**src/rtl/fetch_queue.sv**
```systemverilog
// fetch_queue
// Instruction-fetch front end. Holds the PC, issues reads to a synchronous
// instruction memory (one-cycle read latency), and buffers the returned words
// with their addresses in a DEPTH-entry circular queue. Decode drains the
// queue through a valid/ready handshake. A redirect reloads the PC and
// flushes both the queued words and the response currently in flight.
//
// Ports
//   clk          clock, rising edge
//   rst_n        asynchronous active-low reset
//   imem_en      read request this cycle
//   imem_addr    read address (current PC)
//   imem_rdata   read data, valid the cycle after imem_en
//   redirect     taken branch: load redirect_pc, flush queue
//   redirect_pc  branch target
//   inst_valid   queue head valid
//   inst         queue head word (0 when empty)
//   inst_pc      queue head address (0 when empty)
//   inst_ready   decode accepts the head
//   level        number of queued entries
module fetch_queue #(
  parameter int                DATA_W   = 32,
  parameter int                ADDR_W   = 32,
  parameter int                DEPTH    = 4,
  parameter int                PC_STEP  = 4,
  parameter logic [ADDR_W-1:0] RESET_PC = {ADDR_W{1'b0}}
) (
  input  logic                         clk,
  input  logic                         rst_n,
  output logic                         imem_en,
  output logic [ADDR_W-1:0]            imem_addr,
  input  logic [DATA_W-1:0]            imem_rdata,
  input  logic                         redirect,
  input  logic [ADDR_W-1:0]            redirect_pc,
  output logic                         inst_valid,
  output logic [DATA_W-1:0]            inst,
  output logic [ADDR_W-1:0]            inst_pc,
  input  logic                         inst_ready,
  output logic [$clog2(DEPTH+1)-1:0]   level
);

  localparam int PTR_W = $clog2(DEPTH);
  localparam int CNT_W = $clog2(DEPTH+1);
  localparam logic [CNT_W:0]    DEPTH_L = (CNT_W+1)'(DEPTH);
  localparam logic [ADDR_W-1:0] STEP_L  = ADDR_W'(PC_STEP);

  logic [ADDR_W-1:0] pc_r;
  logic [DATA_W-1:0] word_mem_r [DEPTH];
  logic [ADDR_W-1:0] addr_mem_r [DEPTH];
  logic [PTR_W-1:0]  rd_ptr_r;
  logic [PTR_W-1:0]  wr_ptr_r;
  logic [CNT_W-1:0]  count_r;
  logic              inflight_r;
  logic [ADDR_W-1:0] inflight_addr_r;
  logic              kill_r;

  logic [CNT_W:0]    used_s;
  logic              issue_s;
  logic              write_s;
  logic              pop_s;
  logic [CNT_W-1:0]  count_next_s;

  // Credit check, request issue, response write and pop qualification.
  always_comb begin
    // Queued plus in-flight words must leave room for one more response.
    used_s  = {1'b0, count_r} + {{CNT_W{1'b0}}, inflight_r};
    issue_s = rst_n & ~redirect & (used_s < DEPTH_L);
    // A response landing in a redirect cycle belongs to the old path.
    write_s = inflight_r & ~kill_r & ~redirect;
    pop_s   = (count_r != {CNT_W{1'b0}}) & inst_ready;
  end

  // Next occupancy: a write and a pop in the same cycle cancel out.
  always_comb begin
    count_next_s = count_r;
    case ({write_s, pop_s})
      2'b10:   count_next_s = count_r + CNT_W'(1);
      2'b01:   count_next_s = count_r - CNT_W'(1);
      default: count_next_s = count_r;
    endcase
  end

  // Memory-side and decode-side outputs; head fields read as zero when empty.
  always_comb begin
    imem_en    = issue_s;
    imem_addr  = pc_r;
    level      = count_r;
    inst_valid = (count_r != {CNT_W{1'b0}});
    if (inst_valid) begin
      inst    = word_mem_r[rd_ptr_r];
      inst_pc = addr_mem_r[rd_ptr_r];
    end else begin
      inst    = {DATA_W{1'b0}};
      inst_pc = {ADDR_W{1'b0}};
    end
  end

  // PC: redirect target wins, otherwise advance on every issued request.
  always_ff @(posedge clk or negedge rst_n) begin
    if (!rst_n) begin
      pc_r <= RESET_PC;
    end else if (redirect) begin
      pc_r <= redirect_pc;
    end else if (issue_s) begin
      pc_r <= pc_r + STEP_L;
    end else begin
      pc_r <= pc_r;
    end
  end

  // In-flight tracking: remembers the address of last cycle's request.
  always_ff @(posedge clk or negedge rst_n) begin
    if (!rst_n) begin
      inflight_r      <= 1'b0;
      inflight_addr_r <= {ADDR_W{1'b0}};
      kill_r          <= 1'b0;
    end else begin
      inflight_r      <= issue_s;
      inflight_addr_r <= issue_s ? pc_r : inflight_addr_r;
      // With one-cycle latency an older response always lands inside the
      // redirect cycle itself, so this only guards a request racing a flush.
      kill_r          <= redirect & issue_s;
    end
  end

  // Queue pointers and occupancy; a redirect empties the queue.
  always_ff @(posedge clk or negedge rst_n) begin
    if (!rst_n) begin
      rd_ptr_r <= {PTR_W{1'b0}};
      wr_ptr_r <= {PTR_W{1'b0}};
      count_r  <= {CNT_W{1'b0}};
    end else if (redirect) begin
      rd_ptr_r <= {PTR_W{1'b0}};
      wr_ptr_r <= {PTR_W{1'b0}};
      count_r  <= {CNT_W{1'b0}};
    end else begin
      rd_ptr_r <= pop_s   ? rd_ptr_r + PTR_W'(1) : rd_ptr_r;
      wr_ptr_r <= write_s ? wr_ptr_r + PTR_W'(1) : wr_ptr_r;
      count_r  <= count_next_s;
    end
  end

  // Queue storage: word and its fetch address, written at wr_ptr.
  always_ff @(posedge clk) begin
    if (write_s) begin
      word_mem_r[wr_ptr_r] <= imem_rdata;
      addr_mem_r[wr_ptr_r] <= inflight_addr_r;
    end
  end

endmodule

```
**config.mk**
```make
export PLATFORM = sky130hd
export DESIGN_NAME = fetch_queue
export DESIGN_NICKNAME = d
export VERILOG_FILES = /design/src/rtl/fetch_queue.sv
export SDC_FILE = /design/constraint.sdc
export NUM_CORES = 1
export LEC_CHECK = 0
export ABC_AREA = 1
export CORE_MARGIN = 2
export CORE_UTILIZATION = 30
export CTS_CLUSTER_SIZE = 30
export DETAILED_ROUTE_END_ITERATION = 12
export SETUP_SLACK_MARGIN = 0.2
export SYNTH_ARGS = -nofsm -noshare
export SYNTH_HDL_FRONTEND = slang
export SYNTH_SLANG_ARGS = --single-unit
```
**constraint.sdc**
```tcl
create_clock -name clk -period 11.7 [get_ports clk]
set_clock_uncertainty 0.2 [all_clocks]
set_input_delay 1.755 -clock clk [delete_from_list [all_inputs] [get_ports clk]]
set_output_delay 1.755 -clock clk [all_outputs]
set_load 0.05 [all_outputs]
```
After elaboration in Yosys (flattened, before gate mapping):

Memory sizes are Yosys's and may differ from the RTL's.
Cells that the tools add are included.

* eq/ne operators: 2
* bitwise logic cells: 8
* $add $sub $neg: 6
* reduce and logical (&&, ||, !) cells: 5
* mux-type cells: 12
* order comparisons: 1

Operator list (count)
* 32-bit 2-to-1 mux: 4
* 32-bit by 3-bit adder with 32-bit output, second input constant: 1
* 2-bit 2-to-1 mux: 4
* 1-bit AND: 6
* 3-bit one-hot mux with 2 select lines: 1
* 2-bit nonzero test: 3
* 3-bit nonzero test: 2
* 2-bit by 1-bit adder with 2-bit output, second input constant: 2
* 3-bit by 1-bit adder with 4-bit output: 1
* 4-bit by 3-bit less-than comparator with 1-bit output, second input constant: 1
* 3-bit by 1-bit adder with 3-bit output, second input constant: 1
* 3-bit 2-to-1 mux: 1
* 3-bit by 1-bit subtractor with 3-bit output, second input constant: 1
* 2-bit by 1-bit == test with 1-bit output, second input constant: 1
* 2-bit == test, second input constant: 1
* 1-bit 2-to-1 mux: 2
* 1-bit NOT: 2

* memories kept: 2
* input port bits: 68
* register bits: 73
* memory bits (writable): 256

Memories
* addr_mem_r: words 4, bits a word 32, rd ports 1, clocked after memory_dff 0, wr ports 1, line 49 `logic [ADDR_W-1:0] addr_mem_r [DEPTH];`
* word_mem_r: words 4, bits a word 32, rd ports 1, clocked after memory_dff 0, wr ports 1, line 48 `logic [DATA_W-1:0] word_mem_r [DEPTH];`

Longest topological paths before layout:

* depth in word-level cells: 6
* depth in mapped cells: 10
* mapped depth without buffers: 9

Worst setup path before layout:

No wires, ideal clock.

* path type: in2reg
* start point: input port redirect
* end point: memory addr_mem_r[0][0] (enable)
* buffers on the path: 1
* setup slack: 6.208 ns
* stages: 4
* data required time: 11.014 ns
* arrival: 4.806 ns
* cell sequence: buf_4 -> inv_4 -> nand3_2 -> nor2_1

* cells in the longest elaborated chain, start to end: 4

Ends and longest elaborated chain
* from (decl): line 33 `input logic redirect,`
* 1-bit NOT: line 69 `write_s = inflight_r & ~kill_r & ~redirect;`
* 1-bit AND: line 69
* 1-bit 2-to-1 mux: line 145 `if (write_s) begin`
* 1-bit 2-to-1 mux (not written as such): line 147 `addr_mem_r[wr_ptr_r] <= inflight_addr_r;`
* to (decl): line 49

No other way between the ends.

Final worst setup path:

* start point: input port redirect
* end point: output port imem_en

* cells in the longest elaborated chain, start to end: 3

Ends and longest elaborated chain
* 1-bit NOT: line 67 `issue_s = rst_n & ~redirect & (used_s < DEPTH_L);`
* 1-bit AND (2 in a row): line 67
* to (decl): line 30 `output logic imem_en,`

No other way between the ends.

==> results.sh <==
export IMPL_finalWorstPathRequiredPeriod_ns=6.433
export IMPL_async_flop_share_pct=22.19
export IMPL_synth_area_leaders="sky130_fd_sc_hd__edfxtp_1 (56%), sky130_fd_sc_hd__dfrtp_1 (13%), sky130_fd_sc_hd__nor2_1 (9.0%)"
export IMPL_globalRoute_totalOverflow=0
export IMPL_clk_latency_ns=0.54
export IMPL_final_layout_size_suffix_gt1_share_pct=6.789
export IMPL_postLayoutCoreUtil_pct=38.01
export IMPL_result_of_the_run="completed"
export IMPL_top_fanout_value_on_the_critical_path=72
export IMPL_final_setup_worst_slack_ns=5.267
export IMPL_power_density_mw_per_mm2=232.2
export IMPL_setup_tns_final_ns=0
export IMPL_fillers=4364
export IMPL_post_cts_resized=0
export IMPL_grt_pass1_vias=9347
export IMPL_fin_area_mm2=0.01725
export IMPL_crit_chain="clkdlybuf4s50_1 -> buf_4 -> nor2_1 -> nand3_2 -> buf_4 -> inv_2 -> clkdlybuf4s50_1"
export IMPL_drv_max_cap_violation_count=0
export IMPL_grt_max_degree=91
export IMPL_synth_seq_area_share_pct=69.09
export IMPL_p_leak_nw=6.206
export IMPL_postSynthAreaPerCell_um2=10.67
export IMPL_ff2ff_path_depth=6
export IMPL_placed_area_mm2=0.01605
export IMPL_max_freq_ghz=0.1555
export IMPL_clk_root_buffer_cell="sky130_fd_sc_hd__clkbuf_16"
export IMPL_drt_pass1_iterations=5
export IMPL_multi_input_gate_area_mm2=0.003772
export IMPL_drc=0
export IMPL_most_common_layout_cells="sky130_fd_sc_hd__nor2_1 (326), sky130_fd_sc_hd__edfxtp_1 (256), sky130_fd_sc_hd__o21ai_0 (175)"
export IMPL_final_instance_count_without_filler_cells=2073
export IMPL_routed_wl_um=34140
export IMPL_die_wd_um=218.3
export IMPL_synth_fp_nets=1364
export IMPL_layout_nets=1520
export IMPL_slowest_delay_ns=0.81
export IMPL_drtAntennaViolNets=0
export IMPL_grt_antenna_before_repair=0
export IMPL_cp_buffers_inverters=5
export IMPL_row_count=78
export IMPL_critical_path_cell_count=7
export IMPL_diodes=0
export IMPL_cpLargestDelayFamily="buffers and inverters"
export IMPL_ys_seq_elements=329
export IMPL_min_path_cells=0
export IMPL_synth_top_area_share_pct=55.82
export IMPL_grt_setup_unrepaired="false"
export IMPL_min_period_over_period_pct=54.98
export IMPL_boundaryPins=169
export IMPL_netlist_instances=1290
export IMPL_synth_edff_count=256
export IMPL_die_height_um=218.3
export IMPL_most_frequent_standard_cell_in_the_layout_excluding_fill_and_tap_cells="sky130_fd_sc_hd__nor2_1"
export IMPL_globalplace_congestion=0.8659
export IMPL_detailed_place_hpwl_um=20040
export IMPL_coreArea_mm2=0.04538
export IMPL_number_of_setup_violations_in_the_final_report=0
export IMPL_tightest_slew_ns=1.052
export IMPL_ctsLongestPathBuffers=3
export IMPL_worst_ir_drop_vdd_uv=112.3
export IMPL_slew_viol_final=0
export IMPL_postCtsHoldBufs=0
export IMPL_cts_sinks=329
export IMPL_timing_critical_path_from_type="input pin"
export IMPL_wl_per_cell_um=16.47
export IMPL_crit_required_ns=9.75
export IMPL_timing_critical_path_to_type="output port"
export IMPL_seqCellArea_mm2=0.009519
export IMPL_ys_types=31
export IMPL_via_density_per_instance=4.633
export IMPL_post_cts_setup_buffer_count=0
export IMPL_cts_max_level=2
export IMPL_crit_slowest_cell="sky130_fd_sc_hd__clkdlybuf4s50_1"
export IMPL_hold_viol_final=0
export IMPL_synthFlopType="sky130_fd_sc_hd__edfxtp_1"
export IMPL_count_of_synthesis_stage_warnings_from_yosys=0
export IMPL_post_synth_top_area_cell="sky130_fd_sc_hd__edfxtp_1"
export IMPL_dpl_cell_count=2008
export IMPL_timing_hold_worst_class="flip-flop to flip-flop"
export IMPL_tritoncts_clock_tree="yes"
export IMPL_number_of_port_buffers=168
export IMPL_syn_area_mm2=0.01377
export IMPL_floorplan_initialDensity_pct=30.34
export IMPL_dr_first_iter_drc_count=692
export IMPL_grt_pass1_wl_um=52720
export IMPL_grt_usage_pct=14.40
export IMPL_die_area_mm2=0.04763
export IMPL_area_growth_synth_to_final_pct=25.25
export IMPL_slew_headroom_pct=29.84
export IMPL_cts_inserted_buffers=36
export IMPL_worst_setup_path_type="input pin to output port"
export IMPL_via_count=9605
export IMPL_preCtsSetupSlack_ns=5.238
export IMPL_cp_arrival_ns=4.48
export IMPL_cts_reportedPaths_clkPinSlew_ns=0.06
## worst paths after layout
kind                                      from                 to  slack (ns)
min reg2reg                inflight_addr_r[20]  addr_mem_r[2][20]        0.32
max reg2reg                        rd_ptr_r[0]        rd_ptr_r[1]        9.00
max                                   redirect            imem_en        5.27
max in group asynchronous                rst_n        rd_ptr_r[0]        9.42
min in group asynchronous                rst_n      imem_addr[25]        0.98
min                        inflight_addr_r[20]  addr_mem_r[2][20]        0.32
## cell type report
type	count	area share, %
Sequential cell	329	55.19
Multi-Input combinational cell	836	21.87
Timing Repair Buffer	180	10.26
Clock buffer	44	5.695
Tap cell	600	4.353
Inverter	63	1.393
Clock inverter	21	1.240
## Yosys cell counts (2+ instances only)
cell / number
sky130_fd_sc_hd__nor2_1: 330
sky130_fd_sc_hd__nand3b_1: 6
sky130_fd_sc_hd__xnor2_1: 2
sky130_fd_sc_hd__xor2_1: 3
sky130_fd_sc_hd__o211ai_1: 4
sky130_fd_sc_hd__nand3_1: 42
sky130_fd_sc_hd__inv_1: 57
sky130_fd_sc_hd__o21ai_0: 175
sky130_fd_sc_hd__a21oi_1: 67
sky130_fd_sc_hd__nand4_1: 6
sky130_fd_sc_hd__ha_1: 5
sky130_fd_sc_hd__buf_4: 3
sky130_fd_sc_hd__nand3_2: 4
sky130_fd_sc_hd__dfrtp_1: 73
sky130_fd_sc_hd__clkbuf_1: 25
sky130_fd_sc_hd__nor2_4: 5
sky130_fd_sc_hd__edfxtp_1: 256
sky130_fd_sc_hd__inv_2: 5
sky130_fd_sc_hd__buf_2: 25
sky130_fd_sc_hd__nor2_2: 5
sky130_fd_sc_hd__o21ai_1: 6
sky130_fd_sc_hd__buf_1: 9
sky130_fd_sc_hd__nor3_1: 3
sky130_fd_sc_hd__nand2_2: 4
sky130_fd_sc_hd__nand2_1: 164
## stage by stage
stage | hold slack, ns | total power [W]
floorplan | 0.2763 | 0.002392
global placement | 0.2987 | 0.002901
detailed placement | 0.3064 | 0.002910
CTS | 0.3209 | 0.004054
global route | 0.3513 | 0.004194
finish | 0.3213 | 0.004005
## sequential cells by signal, summed over array words and instances (netlist names)
name,count
kill_r,1
word_mem_r,128
inflight_r,1
level,3
inflight_addr_r,32
rd_ptr_r,2
addr_mem_r,128
wr_ptr_r,2
imem_addr,32
## power breakdown
group          leakage (nW)  switching (W)  internal, W
Clock                 0.575       0.000464     0.000670
Combinational          2.43       0.000973     0.000396
Sequential             3.20       0.000116      0.00139
Total                  6.21        0.00155      0.00245
## cell families after synthesis
kind of cell	Yosys count	synth area share, %
other	1	0.02723
xor gates and xnor gates	5	0.3181
buffers and inverters	125	3.734
adders and majority gates	6	0.5997
and+or+nand+nor	571	16.94
AOI/OAI and AO/OA	253	9.295
DFF	329	69.09
## layer usage
layer | GRT usage (%) | share of wire [%] | vias to the layer above | wire [um]
met1 | 19.61 | 45 | 4513 | 15440
met3 | 3.605 | 7.2 | 52 | 2458
met2 | 22.69 | 45 | 339 | 15450
met5 | 0 | 0 | - | 0
met4 | 4.240 | 2.3 | 0 | 791
li1 | - | - | 4701 | -
No activity file was read; power rests on OpenSTA's default activity.
